[src/rtl/weak_bus_arbiter_if.sv]
// weak_bus_arbiter_if
//   One weakcore memory bus link (request/acknowledge handshake).
//   master modport: the side that issues requests (drives req/addr/out/wr/wr_mask,
//                   receives in/ack).
//   slave modport : the side that serves requests (receives req/addr/out/wr/wr_mask,
//                   drives in/ack).
interface weak_bus_arbiter_if;
    logic        req;
    logic [31:0] addr;
    logic [31:0] out;
    logic        wr;
    logic [3:0]  wr_mask;
    logic [31:0] in;
    logic        ack;

    modport master (output req, addr, out, wr, wr_mask, input in, ack);
    modport slave  (input req, addr, out, wr, wr_mask, output in, ack);
endinterface

[src/rtl/weak_bus_arbiter.sv]
// weak_bus_arbiter
//   Two-master / one-slave arbiter for the weakcore memory bus. Round-robin grant,
//   the winner keeps the slave until it acks, and a watchdog force-completes a
//   transfer the slave never acks (error data back to the master, sticky fault flag).
// Ports:
//   clk        : clock, all state on posedge
//   rst        : asynchronous active-low reset
//   m0, m1     : master links (slave modport of the bus interface)
//   s          : slave link (master modport of the bus interface)
//   err_flag   : sticky watchdog timeout flag
//   err_master : master that owned the last timed-out transfer
//   err_clr    : synchronous clear of err_flag
module weak_bus_arbiter #(
    parameter int unsigned TIMEOUT  = 255,
    parameter int unsigned TO_W     = 16,
    parameter logic [31:0] ERR_DATA = 32'hDEADBEEF
) (
    input  logic                  clk,
    input  logic                  rst,
    weak_bus_arbiter_if.slave     m0,
    weak_bus_arbiter_if.slave     m1,
    weak_bus_arbiter_if.master    s,
    output logic                  err_flag,
    output logic                  err_master,
    input  logic                  err_clr
);

    typedef enum logic {IDLE, BUSY} state_t;

    localparam bit              WDOG_EN = (TIMEOUT != 0);
    localparam logic [TO_W-1:0] TO_LAST = TO_W'(TIMEOUT - 1);

    state_t          state_q, state_d;
    logic            owner_q, owner_d;
    logic            last_q, last_d;
    logic [TO_W-1:0] cnt_q, cnt_d;
    logic            err_flag_q, err_flag_d;
    logic            err_master_q, err_master_d;

    logic            busy;
    logic            timeout_hit;
    logic            done;
    logic            ack0, ack1;
    logic [31:0]     rdata;

    assign busy = (state_q == BUSY);

    // Slave ack in the last watchdog cycle wins over the forced completion.
    assign timeout_hit = WDOG_EN && busy && !s.ack && (cnt_q == TO_LAST);
    assign done        = busy && (s.ack || timeout_hit);
    assign rdata       = s.ack ? s.in : ERR_DATA;

    // Slave side follows the owner's inputs combinationally; zero while idle.
    assign s.req     = busy;
    assign s.addr    = busy ? (owner_q ? m1.addr    : m0.addr)    : 32'h0;
    assign s.out     = busy ? (owner_q ? m1.out     : m0.out)     : 32'h0;
    assign s.wr      = busy ? (owner_q ? m1.wr      : m0.wr)      : 1'b0;
    assign s.wr_mask = busy ? (owner_q ? m1.wr_mask : m0.wr_mask) : 4'h0;

    assign ack0  = done && !owner_q;
    assign ack1  = done &&  owner_q;
    assign m0.ack = ack0;
    assign m1.ack = ack1;
    assign m0.in  = ack0 ? rdata : 32'h0;
    assign m1.in  = ack1 ? rdata : 32'h0;

    assign err_flag   = err_flag_q;
    assign err_master = err_master_q;

    always_comb begin
        state_d      = state_q;
        owner_d      = owner_q;
        last_d       = last_q;
        cnt_d        = cnt_q;
        err_flag_d   = err_flag_q;
        err_master_d = err_master_q;

        case (state_q)
            IDLE: begin
                if (m0.req || m1.req) begin
                    state_d = BUSY;
                    // On a tie the master that did not go last wins.
                    owner_d = (m0.req && m1.req) ? ~last_q : m1.req;
                    cnt_d   = '0;
                end
            end
            BUSY: begin
                if (done) begin
                    state_d = IDLE;
                    last_d  = owner_q;
                    cnt_d   = '0;
                end else begin
                    cnt_d = cnt_q + TO_W'(1);
                end
            end
            default: state_d = IDLE;
        endcase

        // A timeout in the same cycle as err_clr keeps the flag set.
        if (timeout_hit) begin
            err_flag_d   = 1'b1;
            err_master_d = owner_q;
        end else if (err_clr) begin
            err_flag_d = 1'b0;
        end
    end

    always_ff @(posedge clk or negedge rst) begin
        if (!rst) begin
            state_q      <= IDLE;
            owner_q      <= 1'b0;
            last_q       <= 1'b1;
            cnt_q        <= '0;
            err_flag_q   <= 1'b0;
            err_master_q <= 1'b0;
        end else begin
            state_q      <= state_d;
            owner_q      <= owner_d;
            last_q       <= last_d;
            cnt_q        <= cnt_d;
            err_flag_q   <= err_flag_d;
            err_master_q <= err_master_d;
        end
    end

endmodule

[src/flat_wrapper.sv]
// flat-port wrapper written by rule: the top's interface ports become plain ports
module weak_bus_arbiter_flat 
#(
    parameter int unsigned TIMEOUT  = 255,
    parameter int unsigned TO_W     = 16,
    parameter logic [31:0] ERR_DATA = 32'hDEADBEEF
)
  (clk, rst, err_flag, err_master, err_clr, m0_req, m0_addr, m0_out, m0_wr, m0_wr_mask, m0_in, m0_ack, m1_req, m1_addr, m1_out, m1_wr, m1_wr_mask, m1_in, m1_ack, s_req, s_addr, s_out, s_wr, s_wr_mask, s_in, s_ack);
  weak_bus_arbiter_if m0_i ();
  weak_bus_arbiter_if m1_i ();
  weak_bus_arbiter_if s_i ();
  input  logic clk;
  input  logic rst;
  output logic err_flag;
  output logic err_master;
  input  logic err_clr;
  input wire logic [$bits(m0_i.req)-1:0] m0_req;
  input wire logic [$bits(m0_i.addr)-1:0] m0_addr;
  input wire logic [$bits(m0_i.out)-1:0] m0_out;
  input wire logic [$bits(m0_i.wr)-1:0] m0_wr;
  input wire logic [$bits(m0_i.wr_mask)-1:0] m0_wr_mask;
  output wire logic [$bits(m0_i.in)-1:0] m0_in;
  output wire logic [$bits(m0_i.ack)-1:0] m0_ack;
  input wire logic [$bits(m1_i.req)-1:0] m1_req;
  input wire logic [$bits(m1_i.addr)-1:0] m1_addr;
  input wire logic [$bits(m1_i.out)-1:0] m1_out;
  input wire logic [$bits(m1_i.wr)-1:0] m1_wr;
  input wire logic [$bits(m1_i.wr_mask)-1:0] m1_wr_mask;
  output wire logic [$bits(m1_i.in)-1:0] m1_in;
  output wire logic [$bits(m1_i.ack)-1:0] m1_ack;
  output wire logic [$bits(s_i.req)-1:0] s_req;
  output wire logic [$bits(s_i.addr)-1:0] s_addr;
  output wire logic [$bits(s_i.out)-1:0] s_out;
  output wire logic [$bits(s_i.wr)-1:0] s_wr;
  output wire logic [$bits(s_i.wr_mask)-1:0] s_wr_mask;
  input wire logic [$bits(s_i.in)-1:0] s_in;
  input wire logic [$bits(s_i.ack)-1:0] s_ack;
  assign m0_i.req = m0_req;
  assign m0_i.addr = m0_addr;
  assign m0_i.out = m0_out;
  assign m0_i.wr = m0_wr;
  assign m0_i.wr_mask = m0_wr_mask;
  assign m0_in = m0_i.in;
  assign m0_ack = m0_i.ack;
  assign m1_i.req = m1_req;
  assign m1_i.addr = m1_addr;
  assign m1_i.out = m1_out;
  assign m1_i.wr = m1_wr;
  assign m1_i.wr_mask = m1_wr_mask;
  assign m1_in = m1_i.in;
  assign m1_ack = m1_i.ack;
  assign s_req = s_i.req;
  assign s_addr = s_i.addr;
  assign s_out = s_i.out;
  assign s_wr = s_i.wr;
  assign s_wr_mask = s_i.wr_mask;
  assign s_i.in = s_in;
  assign s_i.ack = s_ack;
  weak_bus_arbiter #(.TIMEOUT(TIMEOUT), .TO_W(TO_W), .ERR_DATA(ERR_DATA)) u_core (.clk(clk), .rst(rst), .m0(m0_i), .m1(m1_i), .s(s_i), .err_flag(err_flag), .err_master(err_master), .err_clr(err_clr));
endmodule
[config.mk]
export PLATFORM = sky130hd
export DESIGN_NAME = weak_bus_arbiter_flat
export DESIGN_NICKNAME = d
export VERILOG_FILES = /design/src/rtl/weak_bus_arbiter_if.sv /design/src/rtl/weak_bus_arbiter.sv /design/src/flat_wrapper.sv
export SDC_FILE = /design/constraint.sdc
export NUM_CORES = 1
export LEC_CHECK = 0
export BUFFER_PORTS_ARGS = -buffer_cell sky130_fd_sc_hd__buf_2
export CORE_AREA = 5 5 119 121
export DETAILED_ROUTE_END_ITERATION = 10
export DIE_AREA = 0 0 124 126
export PLACE_DENSITY_LB_ADDON = 0.1
export SYNTH_ARGS = -nofsm -noshare
export SYNTH_HDL_FRONTEND = slang
export SYNTH_SLANG_ARGS = --single-unit
[constraint.sdc]
create_clock -name clk -period 2 [get_ports clk]
set_clock_uncertainty 0.15 [all_clocks]
set_input_delay 0 -clock clk [delete_from_list [all_inputs] [get_ports clk]]
set_output_delay 0 -clock clk [all_outputs]
set_load 0.02 [all_outputs]
Word level (Yosys, flattened, before mapping)
Cells that the tools add are included.

operators by class
  $add $sub $neg = 1
  multiply operators = 0
  divide/modulo/power cells = 0
  magnitude comparators = 0
  equality and inequality tests = 2
  shift operators = 0
  multiplexer cells = 20
  bitwise gates (word level) = 2
  reduce and logical (&&, ||, !) cells = 13

operators by type and width
  kind                     count
  $mux W32                 7
  $mux W16                 2
  $pmux W16 S2             1
  $add A16 B1 Y16 const B  1
  $eq A16 B8 Y1 const B    1
  $mux W4                  2
  $mux W1                  7
  $logic_and A1 B1 Y1      6
  $reduce_and A2 Y1        2
  $logic_not A1 Y1         2
  $logic_or A1 B1 Y1       2
  $ne A2 B1 Y1 const B     1
  $not A1 Y1               2
  $pmux W1 S2              1
  $reduce_bool A2 Y1       1

word-level totals
  register bits = 21
  bits in latches = 0
  memory bits (writable) = 0
  bits in read-only memories = 0
  input port bits = 176
  output and inout bits = 138
  word-level logic and storage cells = 44
  memories kept = 0

Longest topological paths before layout
  word-level depth = 7
  depth in mapped cells = 8
  depth with buffers taken out = 6

Worst setup path after synthesis
No wires, ideal clock.

  kind = register to output
  from = reg u_core.cnt_q[12]
  to = out m0_in[10]
  arrival time = 2.060 ns
  data required time = 1.850 ns
  slack = -0.210 ns
  stages on the path, launching flop included = 6
  buffers on the path = 1
  cell sequence = dfrtp_1 -> or4_4 -> nor4_4 -> o211ai_4 -> buf_6 -> nor2_1

on the way
  word-level cells in the longest chain between the ends = 6

ends and longest elaborated chain
  element                 RTL line                 RTL
  start, declared         weak_bus_arbiter.sv:36   logic [TO_W-1:0] cnt_q, cnt_d;
  start signal, assigned  weak_bus_arbiter.sv:120  cnt_q <= cnt_d;
  $eq A16 B8 Y1           weak_bus_arbiter.sv:49   assign timeout_hit = WDOG_EN && busy && !s.ack && (cnt_q == TO_LAST);
  $logic_and A1 B1 Y1     weak_bus_arbiter.sv:49
  $logic_or A1 B1 Y1      weak_bus_arbiter.sv:50   assign done = busy && (s.ack || timeout_hit);
  $logic_and A1 B1 Y1     weak_bus_arbiter.sv:50
  $logic_and A1 B1 Y1     weak_bus_arbiter.sv:60   assign ack0 = done && !owner_q;
  $mux W32                weak_bus_arbiter.sv:64   assign m0.in = ack0 ? rdata : 32'h0;
  end, declared           flat_wrapper.sv:22       output wire logic [$bits(m0_i.in)-1:0] m0_in;

Every way passes these cells.

Final worst setup path
  from = reg u_core.cnt_q[15]
  to = out m1_in[31]

on the way
  word-level cells in the longest chain between the ends = 6

ends and longest elaborated chain
  element              RTL line                RTL
  $eq A16 B8 Y1        weak_bus_arbiter.sv:49
  $logic_and A1 B1 Y1  weak_bus_arbiter.sv:49
  $logic_or A1 B1 Y1   weak_bus_arbiter.sv:50
  $logic_and A1 B1 Y1  weak_bus_arbiter.sv:50
  $logic_and A1 B1 Y1  weak_bus_arbiter.sv:61  assign ack1 = done && owner_q;
  $mux W32             weak_bus_arbiter.sv:65  assign m1.in = ack1 ? rdata : 32'h0;
  end, declared        flat_wrapper.sv:29      output wire logic [$bits(m1_i.in)-1:0] m1_in;

Every way passes these cells.

==> flow_summary.json <==
{
  "synthXorXnorAreaFrac": 0,
  "placed_cell_area_sq_mm": 0.00486,
  "synth-seq-cells": 21,
  "synthesis.area_sq_mm": 0.00277,
  "overflow": 0,
  "yosys.area_share.simple": 0.363,
  "endpoint_kind": "primary output",
  "synth_top_area_cell": "mux2i_1",
  "synth_compound_area_frac": 0.0962,
  "dr.pass1.iters": 4,
  "numPortBuffers": 313,
  "p_leak_nw": 3.03,
  "gp_congestion": 0.872,
  "layout-drive-gt1-share": 0.612,
  "rr_worst_depth": 5,
  "num_rows": 42,
  "cts_buffers": 3,
  "cp_max_fo": 20,
  "rsz0062_at_grt": "yes",
  "fin_crit_sh": 1.11,
  "cp.arrival_ns": 2.07,
  "routed_wl_mm": 15.9,
  "groute.usage.overall": 0.189,
  "syn_to_final_growth_pct": 98.0,
  "cts.reportedPaths.clkPinSlew_ns": 0.06,
  "synth_top_area_frac": 0.260,
  "outcome": "finished with violations",
  "crit_chain": "or4_4 -> nor4_4 -> buf_6 -> o211ai_4 -> buf_12 -> nor2_1 -> buf_4",
  "grt_first_pass_wirelength_mm": 22.9,
  "clockRootBuffer": "clkbuf_16",
  "cts_tree": "done",
  "die_x_um": 124,
  "yosys-top-cells-area": "mux2i_1 26%, dfrtp_1 18%, nor2_1 16%",
  "grt_antenna_before_repair": 4,
  "crit_type": "flop to primary output",
  "core_sq_mm": 0.0130,
  "avgRoutedWirePerCell_um": 17.9,
  "vias": 3968,
  "viasPerCell": 4.47,
  "peakVddDrop_mv": 0.365,
  "cts.sinks": 21,
  "worst_slack_ns": -0.216,
  "p_per_area_mw_per_mm2": 869,
  "fin_crit_ns": 2.22,
  "hold_class": "primary input to async pin",
  "synthAdderAreaFrac": 0.00904,
  "start_kind": "flop",
  "max_clock_freq_ghz": 0.451,
  "ant_nets": 0,
  "grt_max_degree": 31,
  "cts-htree-levels": 1,
  "syn_avg_cell_area_sq_um": 7.36,
  "syn_nets": 554,
  "path_depth": 7,
  "clock_path_buffers": 2,
  "ys_warn_count": 0,
  "dp_hpwl_mm": 13.6,
  "chipHeight_um": 126,
  "final_cell_mix": "263 x buf_2, 76 x nor2_1, 72 x mux2i_1",
  "synth_top_family_by_area": "simple AND/OR/NAND/NOR gates",
  "violations": "setup timing",
  "num-nets-final": 888,
  "drt_iter0_markers": 138,
  "first_global_vias": 4020,
  "synth_cells": 376,
  "yosys.cell_types.count": 45,
  "top_level_ports": 314,
  "worstMarginPinSlew_ns": 0.510,
  "slew_headroom": 0.660,
  "final_core_util": 0.422,
  "hold_violations": 0,
  "drcViolationCount": 0,
  "die_area_sq_mm": 0.0156,
  "regToRegSetupSlack_ns": -0.14,
  "maxCapViolCount": 0,
  "start_util": 0.213,
  "worst-path-buf-inv": 3,
  "cp_slowest_cell": "or4_4",
  "final_area_sq_mm": 0.00548,
  "setup_violations": 63,
  "yosysSeqAreaShare": 0.190,
  "final_common_cell": "buf_2",
  "synthMuxAreaShare": 0.268,
  "cp_slowest_stage_delay_ns": 0.56,
  "path_delay_family": "simple AND/OR/NAND/NOR gates",
  "slew_viol_final": 0,
  "clk_latency_ns": 0.25,
  "worstPathRequired_ns": 1.85
}
[cells by family (layout without fill, tap and decap cells)]
family | after synthesis | count (layout)
and+or+nand+nor | 207 | 207
muxes | 74 | 74
AOI/OAI and AO/OA | 37 | 37
buffers and inverters | 35 | 368
DFF | 21 | 21
adders and majority gates | 2 | 2
other | 0 | 3
[worst paths after layout]
path                              startpoint                end
max                         u_core.cnt_q[15]          m1_in[31]
min                                      rst    u_core.cnt_q[4]
max reg2reg                 u_core.cnt_q[15]    u_core.cnt_q[3]
min reg2reg                u_core.err_master  u_core.err_master
max in group asynchronous                rst     u_core.owner_q
min in group clk                       s_ack      u_core.last_q
[metal layers]
layer | track usage | part of all wire | vias to the layer above
li1 | - | - | 1958
met2 | 0.317 | 0.49 | 174
met4 | 0.0387 | 0.012 | 4
met3 | 0.0578 | 0.094 | 17
met1 | 0.238 | 0.40 | 1815
met5 | 0 | 0.0013 | -
[Yosys cell counts, drive strengths merged]
library cell and instances:
a21oi 12, mux2i 72, nor2b 18, nor4 3, a32o 1, buf 8
nand2 11, nor2 123, a41oi 1, a21bo 1, nand2b 4, nand4 9
dfrtp 20, o22ai 1, inv 7, o2bb2ai 1, clkbuf 20, ha 2
mux2 2, or3 2, nand4b 1, and2b 7, and2 16, and3 1
a31oi 8, and4 2, o211ai 2, a21o 3, o21ai 4, nor3 3
or4 2, o31ai 1, dfstp 1, a22o 1, o41a 1, nand3 5
[flip-flops by register name, indices dropped and copies added (netlist names)]
| name | flops |
|---|---|
| u_core.cnt_q | 16 |
| u_core.err_flag | 1 |
| u_core.err_master | 1 |
| u_core.last_q | 1 |
| u_core.owner_q | 1 |
| u_core.s.req | 1 |
[power breakdown]
group / switching [mW] / internal (mW) / total (mW)
combinational: 2.18 / 1.57 / 3.75
clock: 0.152 / 0.272 / 0.424
sequential: 0.110 / 0.476 / 0.586
[what timing repair did]
item                                    CTS  global route
cloned                                    2             0
endpoints found under the setup margin   62            67
gates resized for setup                 101            39
pin swaps                                11             2
setup buffers                             1             1
hold buffers                              5             0
hold endpoints to repair                 24             0
[cell type report]
class	instances	area, sq um
multi-input combinational	320	2300
timing repair buffer	357	2310
tap	176	220
antenna	3	7.51
sequential	21	531
fill	1367	7500
inverter	7	28.8
clock buffer	4	78.8
[stage by stage]
stage | hold slack [ns] | power (mW) | TNS (ns) | setup slack [ns] | cells
2_1_floorplan | -0.446 | 2.75 | -1.02 | -0.0481 | 376
6_report | 0.0966 | 4.76 | -8.68 | -0.216 | 888
4_1_cts | 0.0993 | 4.73 | -10.14 | -0.219 | 884
3_3_place_gp | -0.150 | 4.04 | -0.0560 | -0.0281 | 872
5_1_grt | 0.112 | 5.06 | -12.63 | -0.277 | 887
3_5_place_dp | -0.151 | 4.05 | -0.120 | -0.0506 | 872
Note: power is estimated with default switching activity, not from simulation.
